### src/rtl/mux_4to1_arb.sv
// Round-robin arbiter driving the select/enable of a downstream 4:1 mux.
// Grants are bounded to MAXHOLD cycles, and every release is followed by one idle cycle.
module mux_4to1_arb #(
  parameter int unsigned MAXHOLD = 15
) (
  input  logic       clk,
  input  logic       rst,
  input  logic [3:0] req,
  input  logic       done,
  output logic [1:0] sel,
  output logic       en,
  output logic [3:0] gnt,
  output logic       timeout
);

  localparam int unsigned N_REQ = 4;
  localparam int unsigned CNT_W = 8;
  localparam int unsigned IDX_W = 2;

  localparam logic [CNT_W-1:0] HOLD_LAST = CNT_W'(MAXHOLD - 1);

  localparam logic [0:0] IDLE  = 1'b0;
  localparam logic [0:0] GRANT = 1'b1;

  logic [0:0]       state, state_d;
  logic [IDX_W-1:0] ptr, ptr_d;
  logic [CNT_W-1:0] cnt, cnt_d;
  logic [IDX_W-1:0] sel_d;
  logic             en_d;
  logic [N_REQ-1:0] gnt_d;
  logic             timeout_d;

  logic [IDX_W-1:0] winner_c;
  logic             found_c;
  logic             expire_c;
  logic             release_c;

  // First requester at or after ptr, wrapping mod 4
  always_comb begin
    winner_c = ptr;
    found_c  = 1'b0;
    for (int k = 0; k < N_REQ; k++) begin
      if (!found_c && req[ptr + IDX_W'(k)]) begin
        winner_c = ptr + IDX_W'(k);
        found_c  = 1'b1;
      end
    end
  end

  assign expire_c  = (cnt == HOLD_LAST);
  assign release_c = !req[sel] || done || expire_c;

  // State register and all registered outputs
  always_ff @(posedge clk or negedge rst) begin
    if (!rst) begin
      state   <= IDLE;
      ptr     <= '0;
      cnt     <= '0;
      sel     <= '0;
      en      <= 1'b0;
      gnt     <= '0;
      timeout <= 1'b0;
    end else begin
      state   <= state_d;
      ptr     <= ptr_d;
      cnt     <= cnt_d;
      sel     <= sel_d;
      en      <= en_d;
      gnt     <= gnt_d;
      timeout <= timeout_d;
    end
  end

  // Next-state and next-output logic
  always_comb begin
    state_d   = state;
    ptr_d     = ptr;
    cnt_d     = cnt;
    sel_d     = sel;
    en_d      = en;
    gnt_d     = gnt;
    timeout_d = 1'b0;
    case (state)
      IDLE: begin
        en_d  = 1'b0;
        gnt_d = '0;
        cnt_d = '0;
        if (found_c) begin
          state_d = GRANT;
          sel_d   = winner_c;
          en_d    = 1'b1;
          gnt_d   = N_REQ'(1) << winner_c;
        end
      end
      GRANT: begin
        if (release_c) begin
          state_d = IDLE;
          en_d    = 1'b0;
          gnt_d   = '0;
          cnt_d   = '0;
          ptr_d   = sel + IDX_W'(1);
          // Timeout only when expiry alone ended the grant
          timeout_d = expire_c && req[sel] && !done;
        end else begin
          cnt_d = cnt + CNT_W'(1);
        end
      end
      default: begin
        state_d = IDLE;
        en_d    = 1'b0;
        gnt_d   = '0;
        cnt_d   = '0;
      end
    endcase
  end

endmodule
### config.mk
export PLATFORM = sky130hd
export DESIGN_NAME = mux_4to1_arb
export DESIGN_NICKNAME = d
export VERILOG_FILES = /design/src/rtl/mux_4to1_arb.sv
export SDC_FILE = /design/constraint.sdc
export NUM_CORES = 1
export LEC_CHECK = 0
export ABC_CLOCK_PERIOD_IN_PS = 2800
export CAP_MARGIN = 15
export CORE_AREA = 2 2 45 47
export CTS_CLUSTER_DIAMETER = 40
export DETAILED_ROUTE_END_ITERATION = 7
export DIE_AREA = 0 0 47 49
export PLACE_DENSITY_LB_ADDON = 0.2
export SETUP_SLACK_MARGIN = 0.4
export SLEW_MARGIN = 0
export SYNTH_ARGS = -nofsm -noshare
export SYNTH_HDL_FRONTEND = slang
export SYNTH_SLANG_ARGS = --single-unit
### constraint.sdc
create_clock -name clk -period 2.8 [get_ports clk]
set_input_delay 0.56 -clock clk [delete_from_list [all_inputs] [get_ports clk]]
set_output_delay 0.56 -clock clk [all_outputs]
set_load 0.05 [all_outputs]
==> results of run 1 <==
-- cell usage after synthesis (3+ instances only) --
cell,count
dfrtp_1,19
nor2_1,14
xor2_1,6
mux2_2,4
nor2b_1,4
inv_1,3
nand2_1,3
nand4_1,3
o21ai_0,3
-- worst paths after layout --
| check | startpoint | endpoint | cells after the start |
|---|---|---|---|
| setup / recovery | sel[1] | sel[1] | 1 |
| hold / removal | en | en | 1 |
| setup reg to reg | cnt[0] | gnt[2] | 6 |
| hold reg to reg | en | en | 1 |
| max in group asynchronous | rst | sel[1] | 1 |
| min in group asynchronous | rst | state | 1 |
-- placed cells by master, fill, tap and decap left out, types with 2 or more instances in the layout --
cell type,count
o21ai_0,3
nand4_1,3
a21o_2,2
nor3_1,2
clkbuf_4,3
nor2_1,14
inv_1,3
clkdlybuf4s50_1,14
xor2_1,6
ha_1,2
nor2b_1,4
nand2_1,3
mux2_2,4
dfrtp_1,19
a22o_1,2
o2bb2ai_1,2
-- layout make-up --
class                      instances  area, um^2
fill                             162         687
tap                               27        33.8
sequential                        19         475
timing repair buffer              14         140
inverter                           3        11.3
multi-input combinational         67         467
clock inverter                     1        5.00
clock buffer                       3        22.5
-- stage by stage --
step,util [%],hold WS (ns)
final,62.7,0.500
after floorplan,-,0.264
after global placement,61.2,0.471
after global routing,62.7,0.521
after CTS,62.7,0.506
after detailed placement,61.2,0.478
-- state kept, by name, summed over array words and instances, names as in the netlist --
name,count
sel,2
cnt,8
gnt,4
state,1
timeout,1
en,1
ptr,2
-- logic make-up (layout without fill, tap and decap cells) --
| family | after synthesis | after routing | share of synthesized area, % |
|---|---|---|---|
| flops | 19 | 19 | 49.3 |
| buf+inv | 4 | 21 | 2.33 |
| compound gates | 17 | 17 | 13.5 |
| mux | 4 | 4 | 4.67 |
| xor+xnor | 7 | 7 | 6.36 |
| simple gates | 37 | 37 | 21.3 |
| fa+ha+maj | 2 | 2 | 2.59 |
-- layer usage --
metal / track usage [%] / vias to the layer above
li1: - / 356
met1: 27.9 / 352
met2: 27.9 / 21
met3: 2.96 / 3
met4: 8.80 / 0
met5: 0 / -
-- power by group --
part	switching, W	internal [W]
registers	0.0000811	0.000349
clock network	0.0000862	0.0000534
logic	0.000314	0.000206
==> reports/metrics.csv, run 1 <==
metric,value,unit
H-tree depth,1,
sequential area share after synthesis,49.3,%
placed cells,130,
Slew Limit Headroom,44.3,%
Worst-Margin Slew,0.832,ns
# port buffers,14,
Antenna diodes,0,
share of cells above drive strength 1,13.1,%
Power Dens Cells,943,mW/mm^2
pre-CTS setup slack,0.537,ns
clock sink count,19,
CP max stage cell,clkdlybuf4s50_1,
Post-synth top flop,dfrtp_1,
Post-synth ARST share,100,%
"Cell Count, Final, Fillers Out",134,
Worst Slack Setup Final,0.627,ns
# DRC,0,
Avg WL per Cell,13.7,um
leakage,0.494,nW
CORE AREA,0.00184,mm^2
number of max-cap violations,0,
CTS Buf Count,3,
number of DRC markers in iteration 0,21,
Power Total,0.00109,W
Crit Path Category,register to output port,
Top delay family on crit path,buffers and inverters,
crit share post-route,77.6,%
Post-Syn Area,965,um^2
final setup violation count,0,
HP Class,register to register,
Worst Path Required,2.24,ns
GRT Total Usage,19.2,%
placed instance area,0.00113,mm^2
hold_buf cts,0,
Cells after Synth,90,
clock transition at the registers of the reported paths,0.10,ns
VDD IR max,0.577,mV
detailed placer's ending HPWL,1370,um
nature of the critical path startpoint,register,
met2 routed WL,810,um
number of flops mapped to enable cells by yosys,0,
routed wl met3,74,um
#FFs+latches synth,19,
Syn Area/Cell,10.7,um^2
r2r setup slk,0.98,ns
Metal-1 WL,917,um
# IOs,15,
setup TNS,0,ns
Final Hold Fails,0,
"Design Area, Final",0.00115,mm^2
largest net degree at the start of global routing,20,
Synth Net Count,99,
CTS tree,done,
vias in the first global route,717,
skew final,0.00418,ns
Detailed Route WL,1840,um
Yosys top cell area share,49.3,%
Final #Nets,117,
max incr delay on CP,0.84,ns
Root Buffer,clkbuf_4,
WP data arrival,1.61,ns
Initial Utilization,52.4,%
Post-CTS Repair Setup Buffers,0,
Slew Limit Fails,0,
global-route wire length before repair,3170,um
global route total overflow,0,
die area,0.00230,mm^2
Die Wd,47,um
Netlist cell types,35,
RSZ-0062 raised after global routing,false,
initial antenna violation count,0,
uppermost layer routed,met4,
Via-to-Cell Ratio,5.46,
DRT Pass-1 Iters,4,
min Tclk post-route,2.17,ns
Yosys top cell by area,dfrtp_1,
outcome,"complete, no violations",
Die Y,49,um
worst-skew pair later-pin latency,0.31,ns
CP endpoint kind,output port,
P&R area growth vs syn,19.7,%
Peak Freq,460,MHz
yosys synthesis warning count,0,
vias,732,
crit path buf inv count,1,
ANT nets after route,0,
row count,16,
CP Max Fanout,5,
ranking of synthesized cells by area,"dfrtp_1 (49%), nor2_1 (5.4%), xor2_1 (5.4%)",
Max Buffers Root-to-Sink,2,
Final GP Congestion,0.774,
PostCTS Resize Cnt,0,
CP Cell Sequence,clkdlybuf4s50_1,
No activity file was read; power rests on OpenSTA's default activity.
==> inputs of run 2 (changes only) <==
Settings changed: ABC_CLOCK_PERIOD_IN_PS 2800 to 2100, CORE_AREA 2 2 45 47 to 2 2 47 49, DIE_AREA 0 0 47 49 to 0 0 49 51.
Clock period 2.8 ns to 2.1 ns, I/O delays scaled along.
==> run 2 against run 1 <==
  * Worst setup slack worse by 0.24 ns
  * Critical path type is now register to register
  * Sequential power rose by 32%
  * Flip-flop and latch count is the same
==> reports/metrics.csv, run 2 (synthesized netlist as in run 1, its figures left out) <==
metric,value,unit,change
nature of the critical path startpoint,register,,
Slew Limit Fails,0,,unchanged
Root Buffer,clkbuf_4,,
Final GP Congestion,0.736,,-4.9%
row count,17,,+1
clock transition at the registers of the reported paths,0.10,ns,about the same
r2r endpoint,gnt[2],,
Worst-Margin Slew,0.503,ns,-0.330 ns
most frequent cells in the layout,"dfrtp_1 (18), nor2_1 (14), xor2_1 (6), dlygate4sd2_1 (6), buf_4 (6)",,
vias,748,,+2.2%
RSZ-0062 raised after global routing,true,,
hold_buf cts,0,,unchanged
Power Dens Cells,1180,mW/mm^2,+25%
CTS tree,done,,
Peak Freq,585,MHz,
CORE AREA,0.00206,mm^2,+12%
number of DRC markers in iteration 0,6,,-71%
detailed placer's ending HPWL,1410,um,+2.6%
RR Startpoint,cnt[0],,
Filler Cell Count,189,,+17%
Die Wd,49,um,+4.3%
Initial Utilization,46.8,%,-5.6 points
Max Buffers Root-to-Sink,2,,unchanged
Detailed Route WL,1850,um,+0.82%
Reg2Reg Depth,6,,unchanged
CTS Buf Count,3,,unchanged
Antenna diodes,0,,unchanged
vias in the first global route,757,,+5.6%
outcome,"complete, no violations",,
Reg with most FFs,cnt,,
leakage,0.565,nW,+14%
Regs by FF count,"cnt x8, gnt x4",,
H-tree depth,1,,unchanged
Crit Path Category,register to register,,
GRT Total Usage,16.8,%,-2.4 points
global-route wire length before repair,3160,um,-0.22%
Worst Path Required,2.29,ns,+0.05 ns
crit share post-route,81.4,%,
skew final,0.00448,ns,+0.000303 ns
min Tclk post-route,1.71,ns,
DRT Pass-1 Iters,4,,unchanged
initial antenna violation count,0,,unchanged
CP max stage cell,or4b_4,,
Power Total,0.00144,W,+32%
pre-CTS setup slack,0.0468,ns,-0.491 ns
crit path buf inv count,1,,unchanged
# IOs,15,,unchanged
max FFs per register,8,,unchanged
worst-skew pair later-pin latency,0.29,ns,-0.02 ns
Via-to-Cell Ratio,5.30,,-2.9%
# port buffers,14,,unchanged
HP Class,input port to asynchronous set/reset pin,,
Avg WL per Cell,13.1,um,-4.2%
"Design Area, Final",0.00122,mm^2,+5.9%
max incr delay on CP,0.47,ns,-0.37 ns
setup TNS,0,ns,unchanged
CP Cell Sequence,"inv_1, ha_1, or4b_4, nor3b_4, nor2_2, a22o_1",,
Top delay family on crit path,simple AND/OR/NAND/NOR gates,,
CP endpoint kind,register,,
# DRC,0,,unchanged
Die Y,51,um,+4.1%
Final #Nets,123,,+5.1%
die area,0.00250,mm^2,+8.5%
largest net degree at the start of global routing,20,,unchanged
share of cells above drive strength 1,23.9,%,+11 points
P&R area growth vs syn,26.7,%,
VDD IR max,0.732,mV,+27%
CP Max Fanout,5,,unchanged
"most common cell after layout, fill and taps aside",dfrtp_1,,
WP data arrival,1.90,ns,+0.29 ns
Min Hold Slack,0.445,ns,-0.0543 ns
ANT nets after route,0,,unchanged
placed instance area,0.00116,mm^2,+2.9%
global route total overflow,0,,unchanged
Slew Limit Headroom,66.6,%,+22 points
r2r setup slk,0.39,ns,-0.59 ns
number of max-cap violations,0,,unchanged
Worst Slack Setup Final,0.390,ns,-0.237 ns
final setup violation count,0,,unchanged
Final Hold Fails,0,,unchanged
clock sink count,19,,unchanged
## run 2: changes by cell type in the layout (fill, tap and decap cells not counted), moves of 2 or more
cell and delta:
buf_4 +6, clkbuf_2 +2, clkdlybuf4s50_1 -9, dlygate4sd2_1 +6
## run 2: what timing repair did
item	4_1_cts	5_1_grt
hold endpoints to repair	0	0
endpoints found under the setup margin	24	18
buffers inserted	1	1
pin swaps	4	1
gates resized for setup	14	8
## run 2: layer usage
metal  share of wire (%)  up-vias  GRT usage, %
met2                  51       11          29.5
met5                   0        -             0
met3                 2.5        6          4.09
li1                    -      368             -
met4                 2.1        0          8.57
met1                  44      363          19.3
## run 2: layout make-up
| class | instances | area [um^2] | area share (%) |
|---|---|---|---|
| clock buffers | 4 | 26.3 | 2.15 |
| inverters | 3 | 11.3 | 0.921 |
| multi-input cells | 67 | 503 | 41.1 |
| flip-flops and latches | 19 | 477 | 39.0 |
| well taps | 28 | 35.0 | 2.87 |
| repair buffers | 20 | 170 | 13.9 |
## run 2: how the worst max path moves through the flow
stage                     startpoint  endpoint  slack [ns]  cells past startpoint
after floorplan               sel[0]    ptr[0]        0.42                      4
after global placement        req[1]    gnt[0]        0.04                      6
after detailed placement      req[1]    gnt[2]        0.05                      6
after CTS                     sel[0]    sel[0]        0.37                      1
after global routing          cnt[0]    gnt[0]        0.34                      6
final                         cnt[0]    gnt[2]        0.39                      6
## run 2: power breakdown
group / internal [W] / total (W) / switching, W
Sequential: 0.000467 / 0.000569 / 0.000102
Clock: 0.0000739 / 0.000180 / 0.000106
Combinational: 0.000264 / 0.000692 / 0.000428
Total: 0.000805 / 0.00144 / 0.000637
## run 2: through the flow
step / cells / utilization, %
2_1_floorplan: 90 / -
3_3_place_gp: 135 / 56.2
3_5_place_dp: 135 / 56.2
4_1_cts: 140 / 58.1
5_1_grt: 141 / 59.2
6_report: 141 / 59.2
